## config.mk

```make
export PLATFORM = sky130hd
export DESIGN_NAME = icache_dn_responder
export DESIGN_NICKNAME = d
export VERILOG_FILES = /design/src/rtl/icache_dn_responder.sv
export SDC_FILE = /design/constraint.sdc
export NUM_CORES = 1
export LEC_CHECK = 0
export ABC_AREA = 1
export BUFFER_PORTS_ARGS = -buffer_cell sky130_fd_sc_hd__buf_4
export CAP_MARGIN = 25
export CORE_UTILIZATION = 51
export CTS_CLUSTER_SIZE = 16
export DETAILED_ROUTE_END_ITERATION = 16
export HOLD_SLACK_MARGIN = 0.02
export PLACE_DENSITY = 0.77
export SYNTH_ARGS = -nofsm -noshare
export SYNTH_HDL_FRONTEND = slang
export SYNTH_SLANG_ARGS = --single-unit
```

## constraint.sdc

```tcl
create_clock -name clk -period 9.8 [get_ports clk]
set_input_delay 1.96 -clock clk [delete_from_list [all_inputs] [get_ports clk]]
set_output_delay 1.96 -clock clk [all_outputs]
set_load 0.02 [all_outputs]
```

## src/rtl/icache_dn_responder.sv

```systemverilog
// icache_dn_responder: downstream-memory responder for the icache miss path.
// Accepts line-fill requests tagged with an MSHR id, holds up to DEPTH of
// them, and returns each line as a BEATS-beat burst after a countdown.
// Optional feature macro: ICACHE_DN_VAR_LAT_EN
//   undefined: fixed LATENCY, strict FIFO service, in-order return.
//   defined:   LATENCY + addr[7:6] extra cycles, lowest-free-slot allocation,
//              lowest-eligible-slot service (out-of-order return).
module icache_dn_responder #(
  parameter int ADDR_WIDTH = 32,
  parameter int ID_WIDTH   = 3,
  parameter int DATA_WIDTH = 256,
  parameter int BEATS      = 2,
  parameter int DEPTH      = 8,
  parameter int LATENCY    = 4
) (
  input  logic                                       clk,
  input  logic                                       rst,
  input  logic                                       txreq_vld,
  output logic                                       txreq_rdy,
  input  logic [ADDR_WIDTH-1:0]                      txreq_addr,
  input  logic [ID_WIDTH-1:0]                        txreq_id,
  output logic                                       rxdat_vld,
  input  logic                                       rxdat_rdy,
  output logic [DATA_WIDTH-1:0]                      rxdat_data,
  output logic [ID_WIDTH-1:0]                        rxdat_id,
  output logic [((BEATS > 1) ? $clog2(BEATS) : 1)-1:0] rxdat_beat,
  output logic                                       rxdat_last,
  output logic [$clog2(DEPTH):0]                     occupancy
);

  localparam int PW    = $clog2(DEPTH);
  localparam int OCC_W = PW + 1;
  localparam int BW    = (BEATS > 1) ? $clog2(BEATS) : 1;
  localparam int OFF_W = $clog2(BEATS * DATA_WIDTH / 8);
  localparam int LAW   = ADDR_WIDTH - OFF_W;
  localparam int AX    = (ADDR_WIDTH > 32) ? ADDR_WIDTH : 32;
  localparam int LANES = DATA_WIDTH / 32;
`ifdef ICACHE_DN_VAR_LAT_EN
  localparam int CD_W  = $clog2(LATENCY + 3) + 1;
`else
  localparam int CD_W  = $clog2(LATENCY) + 1;
`endif

  typedef enum logic [1:0] {
    ST_IDLE = 2'd0,
    ST_SEL  = 2'd1,
    ST_SEND = 2'd2
  } state_e;

  // Beat payload: lane k of beat b = line_base + b*bytes_per_beat + 4*k.
  function automatic logic [DATA_WIDTH-1:0] beat_data(input logic [LAW-1:0] line,
                                                      input logic [BW-1:0]  beat);
    logic [AX-1:0]         ext;
    logic [31:0]           base;
    logic [DATA_WIDTH-1:0] d;
    ext  = AX'({line, {OFF_W{1'b0}}});
    base = ext[31:0];
    d    = '0;
    for (int k = 0; k < LANES; k++) begin
      d[32*k +: 32] = base + 32'(beat) * 32'(DATA_WIDTH / 8) + 32'(4 * k);
    end
    return d;
  endfunction

  logic [DEPTH-1:0]    slot_vld_r;
  logic [LAW-1:0]      slot_addr_r [DEPTH];
  logic [ID_WIDTH-1:0] slot_id_r   [DEPTH];
  logic [CD_W-1:0]     slot_cd_r   [DEPTH];

  state_e              state_r, state_n;
  logic [PW-1:0]       cur_r, cur_n;
  logic [BW-1:0]       beat_r, beat_n;
  logic [OCC_W-1:0]    occ_r, occ_n;
  logic                txreq_rdy_r;
  logic                rxdat_vld_r, rxdat_last_r;
  logic [DATA_WIDTH-1:0] rxdat_data_r;
  logic [ID_WIDTH-1:0] rxdat_id_r;
  logic [BW-1:0]       rxdat_beat_r;

  logic                accept_s, hs_s, last_hs_s, sel_vld_s;
  logic [DEPTH-1:0]    elig_s;
  logic [PW-1:0]       alloc_s, sel_s;
  logic [CD_W-1:0]     load_s;
  logic                unused_s;

`ifndef ICACHE_DN_VAR_LAT_EN
  logic [PW-1:0]       head_r, tail_r;
`endif

  // Offset bits below the line are don't-care on the request address.
  assign unused_s = ^txreq_addr[OFF_W-1:0];

  // Handshakes, allocation, slot selection and burst next-state.
  always_comb begin
    accept_s  = txreq_vld && txreq_rdy_r;
    hs_s      = rxdat_vld_r && rxdat_rdy;
    last_hs_s = hs_s && rxdat_last_r;
    // A slot is picked one cycle before its countdown hits zero so that the
    // registered beat lands exactly on the zero cycle.
    for (int i = 0; i < DEPTH; i++) begin
      elig_s[i] = slot_vld_r[i] && (slot_cd_r[i] <= CD_W'(1));
    end
`ifdef ICACHE_DN_VAR_LAT_EN
    load_s    = CD_W'(LATENCY) + CD_W'(txreq_addr[7:6]);
    alloc_s   = '0;
    sel_s     = '0;
    sel_vld_s = 1'b0;
    for (int i = DEPTH - 1; i >= 0; i--) begin
      if (!slot_vld_r[i]) begin
        alloc_s = PW'(i);
      end else begin
        alloc_s = alloc_s;
      end
      if (elig_s[i] && !((state_r == ST_SEND) && (cur_r == PW'(i)))) begin
        sel_s     = PW'(i);
        sel_vld_s = 1'b1;
      end else begin
        sel_s     = sel_s;
      end
    end
`else
    load_s    = CD_W'(LATENCY);
    alloc_s   = tail_r;
    // While sending, the slot after the head is the next in line.
    sel_s     = (state_r == ST_SEND) ? (head_r + PW'(1)) : head_r;
    sel_vld_s = elig_s[sel_s];
`endif
    state_n = state_r;
    cur_n   = cur_r;
    beat_n  = beat_r;
    case (state_r)
      ST_IDLE: begin
        if (sel_vld_s) begin
          state_n = ST_SEND;
          cur_n   = sel_s;
          beat_n  = '0;
        end else begin
          state_n = ST_IDLE;
        end
      end
      ST_SEND: begin
        if (last_hs_s) begin
          if (sel_vld_s) begin
            state_n = ST_SEND;
            cur_n   = sel_s;
            beat_n  = '0;
          end else begin
            state_n = ST_IDLE;
          end
        end else if (hs_s) begin
          beat_n = beat_r + BW'(1);
        end else begin
          beat_n = beat_r;
        end
      end
      // Selection is folded into IDLE; SEL is never entered and recovers.
      ST_SEL:  state_n = ST_IDLE;
      default: state_n = ST_IDLE;
    endcase
    occ_n = occ_r + OCC_W'(accept_s) - OCC_W'(last_hs_s);
  end

  // Slot storage: fill on accept, free on last beat, run countdowns.
  always_ff @(posedge clk or posedge rst) begin
    if (rst) begin
      slot_vld_r <= '0;
      for (int i = 0; i < DEPTH; i++) begin
        slot_addr_r[i] <= '0;
        slot_id_r[i]   <= '0;
        slot_cd_r[i]   <= '0;
      end
    end else begin
      for (int i = 0; i < DEPTH; i++) begin
        if (accept_s && (alloc_s == PW'(i))) begin
          slot_vld_r[i]  <= 1'b1;
          slot_addr_r[i] <= txreq_addr[ADDR_WIDTH-1:OFF_W];
          slot_id_r[i]   <= txreq_id;
          slot_cd_r[i]   <= load_s;
        end else begin
          if (last_hs_s && (cur_r == PW'(i))) begin
            slot_vld_r[i] <= 1'b0;
          end
          if (slot_cd_r[i] != '0) begin
            slot_cd_r[i] <= slot_cd_r[i] - CD_W'(1);
          end
        end
      end
    end
  end

`ifndef ICACHE_DN_VAR_LAT_EN
  // FIFO pointers: tail advances on accept, head on last-beat handshake.
  always_ff @(posedge clk or posedge rst) begin
    if (rst) begin
      head_r <= '0;
      tail_r <= '0;
    end else begin
      if (accept_s)  tail_r <= tail_r + PW'(1);
      if (last_hs_s) head_r <= head_r + PW'(1);
    end
  end
`endif

  // Occupancy and ready; ready looks only at next registered occupancy so a
  // completion while full frees the slot one cycle later.
  always_ff @(posedge clk or posedge rst) begin
    if (rst) begin
      occ_r       <= '0;
      txreq_rdy_r <= 1'b0;
    end else begin
      occ_r       <= occ_n;
      txreq_rdy_r <= (occ_n != OCC_W'(DEPTH));
    end
  end

  // Burst state, current slot and beat counter.
  always_ff @(posedge clk or posedge rst) begin
    if (rst) begin
      state_r <= ST_IDLE;
      cur_r   <= '0;
      beat_r  <= '0;
    end else begin
      state_r <= state_n;
      cur_r   <= cur_n;
      beat_r  <= beat_n;
    end
  end

  // Registered beat outputs, held stable while stalled.
  always_ff @(posedge clk or posedge rst) begin
    if (rst) begin
      rxdat_vld_r  <= 1'b0;
      rxdat_id_r   <= '0;
      rxdat_beat_r <= '0;
      rxdat_last_r <= 1'b0;
      rxdat_data_r <= '0;
    end else if (state_n == ST_SEND) begin
      rxdat_vld_r  <= 1'b1;
      rxdat_id_r   <= slot_id_r[cur_n];
      rxdat_beat_r <= beat_n;
      rxdat_last_r <= (beat_n == BW'(BEATS - 1));
      rxdat_data_r <= beat_data(slot_addr_r[cur_n], beat_n);
    end else begin
      rxdat_vld_r  <= 1'b0;
      rxdat_id_r   <= '0;
      rxdat_beat_r <= '0;
      rxdat_last_r <= 1'b0;
      rxdat_data_r <= '0;
    end
  end

  assign txreq_rdy  = txreq_rdy_r;
  assign rxdat_vld  = rxdat_vld_r;
  assign rxdat_data = rxdat_data_r;
  assign rxdat_id   = rxdat_id_r;
  assign rxdat_beat = rxdat_beat_r;
  assign rxdat_last = rxdat_last_r;
  assign occupancy  = occ_r;

endmodule

```

---- After elaboration in Yosys (flattened, before gate mapping) ----
Cells that the tools add are included.
storage, ports and cells
  bits in registers ....................... 542
  bits of input ports ..................... 39
  memories kept ........................... 0
  RAM bits ................................ 0
  bits in latches ......................... 0
  memory bits (read-only) ................. 0
  logic and storage cells ................. 201
operators by class
  muxes and demuxes ....................... 55
  reductions and logical operators ........ 54
  magnitude comparators ................... 10
  divide/modulo/power cells ............... 0
  $add $sub $neg .......................... 21
  multiply operators ...................... 0
  equal/unequal tests ..................... 17
  shifts and indexed selects .............. 0
  bitwise operators ....................... 1
operators with widths
  operator               count
  $mux 256               1
  $add 32x5->32 const B  4
  $bmux 26 s3            1
  $mux 3                 22
  $add 32x4->32 const B  2
  $mux 26                2
  $add 32x3->32 const B  1
  $add 32x6->32          1
  $reduce_bool 2->1      16
  $logic_and 1x1->1      27
  $eq 3x3->1 const B     8
  $le 3x1->1 const B     8
  $reduce_bool 3->1      8
  $sub 3x1->3 const B    8
  $mux 1                 22
  $eq 3x2->1 const B     4
  $bmux 3 s3             1
  $add 3x1->3 const B    2
  $eq 3x1->1 const B     2
  $logic_not 3->1        2
  $pmux 3 s2             1
  $add 4x1->4            1
  $eq 2x2->1 const B     2
  $ge 4x4->1 const B     1
  other kinds (10)       11

---- Longest topological paths before layout ----
Gate-level depths: netlist of run 1.
  word-level depth ........................ 14
  gate-level depth with buffers ........... 20
  mapped depth without buffers ............ 18

---- Worst setup path after synthesis of run 1 ----
OpenSTA, ideal clock, no wires.
  path kind ............................... input port to flip-flop
  from .................................... input port rxdat_rdy
  to ...................................... register rxdat_data_r[223] (netlist: rxdat_data[223])
  data required time ...................... 9.683 ns
  stages on the path ...................... 13
  path slack .............................. 6.093 ns
  arrival ................................. 3.590 ns
  cell sequence ........................... nand2_1 > nor2_4 > inv_1 > a21oi_1 > inv_1 > nand2_1 > clkbuf_1 > buf_2 > nand3_1 > nand3_1 > nand3_1 > nand2_1 > nor2_1
between the ends
  cells in the longest elaborated chain, start to end .. 11
  elaborated cells between the ends (all ways) .. 17
  classes of those cells .................. add/sub: 2; eq/ne: 1; mux: 11; bitwise: 1; reduce/logical: 2
RTL lines
  what                                        line  RTL
  start: declaration                          23    input logic rxdat_rdy,
  $logic_and 1x1->1 *                         96    hs_s = rxdat_vld_r && rxdat_rdy;
  $logic_and 1x1->1 *                         97    last_hs_s = hs_s && rxdat_last_r;
  named net last_hs_s                         80    logic accept_s, hs_s, last_hs_s, sel_vld_s;
  $mux 3                                      142   if (last_hs_s) begin
  $pmux 3 s2                                  131   case (state_r)
  $not 3->4 (implied by the code)             242   rxdat_data_r <= beat_data(slot_addr_r[cur_n], beat_n);
  $bmux 26 s3                                 242
  $mux 26 (implied by the code) (2 in a row)  242
  $add 32x6->32                               60    d[32*k +: 32] = base + 32'(beat) * 32'(DATA_WIDTH / 8) + 32'(4 * k);
  $add 32x5->32                               60
  $mux 256 *                                  237   end else if (state_n == ST_SEND) begin
  end signal: assignment                      242
  end: declaration                            76    logic [DATA_WIDTH-1:0] rxdat_data_r;
The timed path passes the listed nets; every way through them passes the cells marked *. The select of a mux whose other input is x is not followed.
A chain may end at the register's enable or synchronous reset.

---- Worst setup path after layout of run 1 ----
  from .................................... input port rxdat_rdy
  to ...................................... register rxdat_id_r[2] (netlist: rxdat_id[2])
between the ends
  cells in the longest elaborated chain, start to end .. 9
  elaborated cells between the ends (all ways) .. 12
  classes of those cells .................. eq/ne: 1; mux: 8; bitwise: 1; reduce/logical: 2
RTL lines
  what                                       line  RTL
  $logic_and 1x1->1 *                        96
  $logic_and 1x1->1 *                        97
  named net last_hs_s                        80
  $mux 3                                     142
  $pmux 3 s2                                 131
  $not 3->4 (implied by the code)            239   rxdat_id_r <= slot_id_r[cur_n];
  $bmux 3 s3                                 239
  $mux 3 (implied by the code) (2 in a row)  239
  $mux 3 *                                   237
  end signal: assignment                     239
  end: declaration                           77    logic [ID_WIDTH-1:0] rxdat_id_r;
Marks and branches as above.

==> flow_metrics.py, run 1 <==
metrics = {
    "drt": {
        "wire_per_inst_um": 15.7,
        "dr.pass1.iters": 5,
        "drtIter0Drc": 1358,
        "drc_errors": 0,
        "ant_nets": 0,
        "vias": 13300,
        "wirelength_um": 40600,
        "viasPerCell": 5.16,
    },
    "placed_design": {
        "gp_congestion": 0.807,
        "dpl.hpwl_um": 23600,
        "portBuffers": 271,
        "dp_cells": 2526,
    },
    "logic_synthesis": {
        "synth_xor_area_share_pct": 0.738,
        "synth_compound_area_share_pct": 9.70,
        "synth_top_family_by_area": "simple AND/OR/NAND/NOR gates",
        "ys_ff_latch": 312,
        "synth_flop_cell": "dfrtp_1",
        "seq_area_frac_synth_pct": 47.0,
        "syn_avg_cell_area_um2": 7.88,
        "synthMuxAreaShare_pct": 0,
        "syn_inst": 2107,
        "async_flop_share_pct": 100,
        "synth_cell_types": 32,
        "synth_edf_count": 0,
        "yosys.area_share.simple_pct": 20.5,
        "yosysWarnings": 0,
        "synth_fa_ha_area_share_pct": 2.76,
        "syn_area_um2": 16600,
    },
    "timing": {
        "tns_ps": 0,
        "setup_viol": 0,
        "slew_violations": 0,
        "max_slew.worst_pin.slew_ps": 1050,
        "rsz0062_at_grt": "no",
        "period_share_pct": 48.2,
        "relSlewSlack_pct": 30.2,
        "hold_viol_final": 0,
        "max_freq_mhz": 212,
        "clock_skew_ps": 11.2,
        "period_minus_slack_ps": 4720,
        "hold_slack_ps": 480,
    },
    "critical_path": {
        "start_kind": "input port",
        "ff2ff_setup_slack_ps": 5920,
        "timing.rr.end": "rxdat_id[2]",
        "crit_path_end_kind": "flop",
        "crit_path_max_fanout": 81,
        "crit_required_ps": 10250,
        "regToRegStartpoint": "rxdat_data[228]",
        "crit_end": "rxdat_id[2]",
        "crit_start": "rxdat_rdy",
        "arrival_ps": 5160,
        "worstRegToRegCells": 13,
        "path_class": "in2reg",
    },
    "clock_tree": {
        "clockRootBuffer": "clkbuf_16",
        "htree_levels": 1,
        "clock_path_buffers": 3,
        "postCtsSetupBuffers": 0,
        "cts-buffers-inserted": 31,
        "path_clk_slew_ps": 60,
        "cts_tree": "built",
        "clkLatencyLatePin_ps": 550,
        "cts_hold_buf": 0,
        "ctsResizeCount": 0,
        "cts.sinks": 312,
    },
    "cells_and_area": {
        "final_cell_mix": "nand2_1 (449), dfrtp_1 (312), buf_4 (288)",
        "fin_cells": 2585,
        "final_common_cell": "nand2_1",
        "nets": 2201,
        "area_growth_pct": 10.7,
        "layout-drive-gt1-share_pct": 16.9,
        "fillers": 2705,
    },
    "pwr": {
        "power_w": 0.00698,
        "vdd_ir_drop_max_uv": 228,
        "leakage_nw": 9.76,
        "power_density_nw_per_um2": 380,
    },
    "worst_hold_path": {
        "hold_class": "reg2reg",
    },
    "floorplanning": {
        "start_util_pct": 52.2,
        "die_area_um2": 33300,
        "die_x_um": 182,
        "die_h_um": 182,
        "placementRows": 65,
        "ios": 306,
        "core_area_um2": 31800,
    },
    "global_routing": {
        "grt-ovfl-total": 0,
        "grt_pass1_wl_um": 64400,
        "gr-usage-all-layers_pct": 24.2,
        "grt_pass1_vias": 12700,
        "antenna_found_initial": 4,
        "grt_max_degree": 156,
    },
    "flow_run": {
        "drv_cap": 0,
    },
    "outcome": {
        "status": "finished clean",
    },
}
==> cell families (layout without fill, tap and decap cells) <==
group | after synthesis | count (layout)
AND/OR/NAND/NOR | 826 | 826
buffers and inverters | 606 | 619
AO/OA/AOI/OAI | 312 | 312
flip-flops | 312 | 312
adder cells (fa/ha/maj) | 36 | 36
XOR/XNOR | 14 | 14
other | 1 | 31
==> where the power goes <==
part | total (W) | switching (W) | internal, W
registers | 0.00224 | 0.000368 | 0.00187
logic | 0.00358 | 0.00234 | 0.00124
clock network | 0.00116 | 0.000482 | 0.000678
total | 0.00698 | 0.00319 | 0.00379
==> layout make-up <==
type / instances / area [um^2] / area share, %
Antenna cell: 2 / 5.00 / 0.0272
Timing Repair Buffer: 292 / 2260 / 12.3
Tap cell: 435 / 544 / 2.96
Inverter: 272 / 1020 / 5.57
Clock inverter: 8 / 93.8 / 0.510
Multi-Input combinational cell: 1217 / 5760 / 31.3
Sequential cell: 312 / 7810 / 42.5
Clock buffer: 47 / 896 / 4.87
==> through the flow <==
step / cell area [um^2] / setup WS (ps) / utilization (%)
floorplan: 16700 / 3690 / -
global route: 18400 / 4860 / 57.8
global placement: 17300 / 4610 / 54.5
CTS: 18300 / 5110 / 57.6
detailed placement: 17300 / 4580 / 54.5
finish: 18400 / 5080 / 57.8
==> state kept, by name (all words and copies together), names as in the netlist, 4 cells and up <==
register / cells
rxdat_data: 28
occupancy: 4
slot_addr_r: 208
slot_id_r: 24
slot_cd_r: 24
slot_vld_r: 8
==> layer usage <==
layer	global-route usage (%)	wire, um	share of wire (%)	up-vias
met5	0	27	0.066	-
met4	8.81	1180	2.9	4
met3	3.49	3030	7.4	85
met2	42.8	19900	49	535
met1	30.1	16500	41	6380
li1	-	-	-	6344
==> worst max-delay path, stage by stage <==
cell and delay, ps:
buf_4 70, nand2_1 100, nor2_4 270, inv_1 130, a21oi_1 240, inv_1 120
nand2_2 580, nand2_4 440, buf_4 540, nand2_1 160, nand3_1 80, nand3_1 120
nand2_1 50, nor2_1 210
==> cells in the mapped netlist (2+ instances only) <==
cell type  instances  share of area, %
nor2_1           149               3.4
inv_2              6              0.14
clkbuf_1          68               1.5
inv_1            266               6.0
nand2_2            3              0.11
buf_2             25              0.75
nand3_2            2              0.12
o21ai_0          285               8.6
dfrtp_1          312                47
o21ai_1            3             0.090
nor3_1             3             0.090
buf_4            234                11
nand2_1          452                10
buf_1              4             0.090
a211oi_1           6              0.27
buf_6              2              0.14
xor2_1            10              0.53
ha_1              35               2.6
o211ai_1           6              0.27
xnor2_1            4              0.21
a21oi_1            5              0.15
nand3_1          215               6.5
o21bai_1           3              0.14
==> how the worst min path moves through the flow <==
stage	start	end	slack (ps)	cells after the start
finish	slot_addr_r[88]	slot_addr_r[88]	480	2
global route	slot_addr_r[89]	slot_addr_r[89]	500	2
CTS	slot_addr_r[103]	slot_addr_r[103]	480	2
detailed placement	slot_addr_r[89]	slot_addr_r[89]	470	2
global placement	slot_id_r[11]	slot_id_r[11]	460	2
floorplan	slot_addr_r[100]	slot_addr_r[100]	450	2
(Power assumes the default switching activity.)
==> inputs of run 2 (changes only) <==
Clock period 9.8 ns to 4.1 ns, I/O delays scaled along.
==> flow_metrics.py, run 2 (same netlist as run 1, synthesis figures left out) <==
metrics = {
    "cells_and_area": {
        "regMostFlops": "slot_addr_r",
        "register_area_um2": 7810,
        "area_growth_pct": 11.7,
        "multiInputGateArea_um2": 5760,
        "largest_reg_flops": 208,
        "num_antenna_cells": 0,
        "fillers": 2672,
        "fin_cells": 2589,
        "nets": 2206,
        "layout-drive-gt1-share_pct": 17.2,
        "final_common_cell": "nand2_1",
        "final_cell_mix": "nand2_1 (449), dfrtp_1 (312), buf_4 (286)",
    },
    "timing": {
        "tns_ps": 0,
        "rsz0062_at_grt": "no",
        "max_slew.worst_pin.slew_ps": 955,
        "max_freq_mhz": 306,
        "period_minus_slack_ps": 3270,
        "clock_skew_ps": 13.6,
        "setup_slack_ps": 828,
        "slew_violations": 0,
        "period_share_pct": 79.8,
        "relSlewSlack_pct": 36.3,
        "setup_viol": 0,
        "hold_viol_final": 0,
    },
    "drt": {
        "dr.pass1.iters": 6,
        "drtIter0Drc": 1460,
        "ant_nets": 0,
        "wire_per_inst_um": 15.6,
        "viasPerCell": 5.14,
        "drc_errors": 0,
        "wirelength_um": 40300,
        "vias": 13300,
    },
    "critical_path": {
        "crit_chain": "nand2_1, nor2_4, inv_1, a21oi_1, nand2_1, o21ai_4, buf_4, nand3_1, nand3_1, nand2_1, nor2_1",
        "arrival_ps": 3640,
        "start_kind": "flop",
        "crit_path_end_kind": "flop",
        "slowest_delay_ps": 640,
        "crit_family": "simple AND/OR/NAND/NOR gates",
        "crit_required_ps": 4470,
        "crit_top_cell": "nand2_1",
        "slowest_stage": "buf_4",
        "crit_path_max_fanout": 59,
        "path_class": "reg2reg",
        "path_buf_inv": 2,
    },
    "flow_run": {
        "drv_cap": 0,
    },
    "floorplanning": {
        "die_h_um": 182,
        "die_x_um": 182,
        "core_area_um2": 31800,
        "die_area_um2": 33300,
        "ios": 306,
        "start_util_pct": 52.2,
        "placementRows": 65,
    },
    "clock_tree": {
        "clock_path_buffers": 3,
        "clkLatencyLatePin_ps": 510,
        "ctsResizeCount": 0,
        "clockRootBuffer": "clkbuf_16",
        "path_clk_slew_ps": 60,
        "postCtsSetupBuffers": 0,
        "cts_tree": "built",
        "cts.sinks": 312,
        "cts-buffers-inserted": 34,
        "cts_hold_buf": 0,
        "htree_levels": 2,
    },
    "pwr": {
        "clkPwrFrac_pct": 17.7,
        "comb_power_share_pct": 50.8,
        "switchingPower_w": 0.00763,
        "intPower_w": 0.00932,
        "power_density_nw_per_um2": 914,
        "vdd_ir_drop_max_uv": 858,
        "leakage_nw": 9.83,
        "sequentialPowerShare_pct": 31.5,
        "p_sw_share_pct": 45.0,
    },
    "outcome": {
        "status": "finished clean",
    },
    "placed_design": {
        "portBuffers": 271,
        "gp_congestion": 0.820,
        "post-place-ws_ps": 665,
        "dp_cells": 2530,
        "dpl.hpwl_um": 24300,
    },
    "global_routing": {
        "grt_pass1_wl_um": 65600,
        "grt_pass1_vias": 12800,
        "gr-usage-all-layers_pct": 24.6,
        "antenna_found_initial": 5,
        "grt_max_degree": 89,
        "grt-ovfl-total": 0,
    },
    "worst_hold_path": {
        "hold_class": "in2async",
    },
}
## run 2: cell types whose count changed in the layout (fill, tap and decap cells not counted), moves of 2 or more
cell,before,now
clkbuf_16,31,37
buf_4,288,286
buf_16,2,0
diode_2,2,0
buf_12,2,8
## run 2: worst paths after layout
kind / from / endpoint / slack, ps / cells after the start
max: rxdat_data[228] / rxdat_data[249] / 830 / 11
min: rst / slot_vld_r[5] / 430 / 2
max reg2reg: rxdat_data[228] / rxdat_data[249] / 830 / 11
min reg2reg: slot_addr_r[93] / slot_addr_r[93] / 480 / 2
max in group asynchronous: rst / rxdat_data[251] / 2810 / 3
min in group clk: slot_addr_r[93] / slot_addr_r[93] / 480 / 2
## run 2: layer usage
metal | GRT usage, % | part of all wire, % | up-vias
met5 | 0 | 0.10 | -
met4 | 8.67 | 2.7 | 6
met3 | 3.61 | 7.1 | 87
met2 | 42.7 | 50 | 540
met1 | 31.2 | 40 | 6321
li1 | - | - | 6354
## run 2: power groups by stage
stage	Sequential (W)	Clock (W)	Combinational (W)
floorplan	0.00526	0	0.00668
global placement	0.00530	0	0.00831
CTS	0.00534	0.00305	0.00863
finish	0.00534	0.00301	0.00860
detailed placement	0.00537	0	0.00856
global route	0.00551	0.00318	0.00969
## run 2: stage by stage
step           hold slack [ps]  total power, W  util, %  cell area, um^2
3_5_place_dp               468          0.0139     54.9            17400
3_3_place_gp               461          0.0136     54.9            17400
6_report                   427          0.0169     58.3            18500
4_1_cts                    429          0.0170     58.3            18500
5_1_grt                    467          0.0184     58.3            18500
2_1_floorplan              448          0.0119        -            16700
## run 2: cell type report
cell class,instances,area share (%)
Timing Repair Buffer,294,12.4
Sequential cell,312,42.1
Multi-Input combinational cell,1217,31.1
Clock buffer,52,5.62
Tap cell,435,2.93
Clock inverter,7,0.324
Inverter,272,5.52
## run 2: worst register-to-register path, cell delays in order, from the launching register on
cell     delay (ps)
dfrtp_1         560
nand2_1         200
nor2_4          290
inv_1           140
a21oi_1         260
nand2_1         160
o21ai_4         160
buf_4           640
nand3_1         180
nand3_1         130
nand2_1          60
nor2_1          370
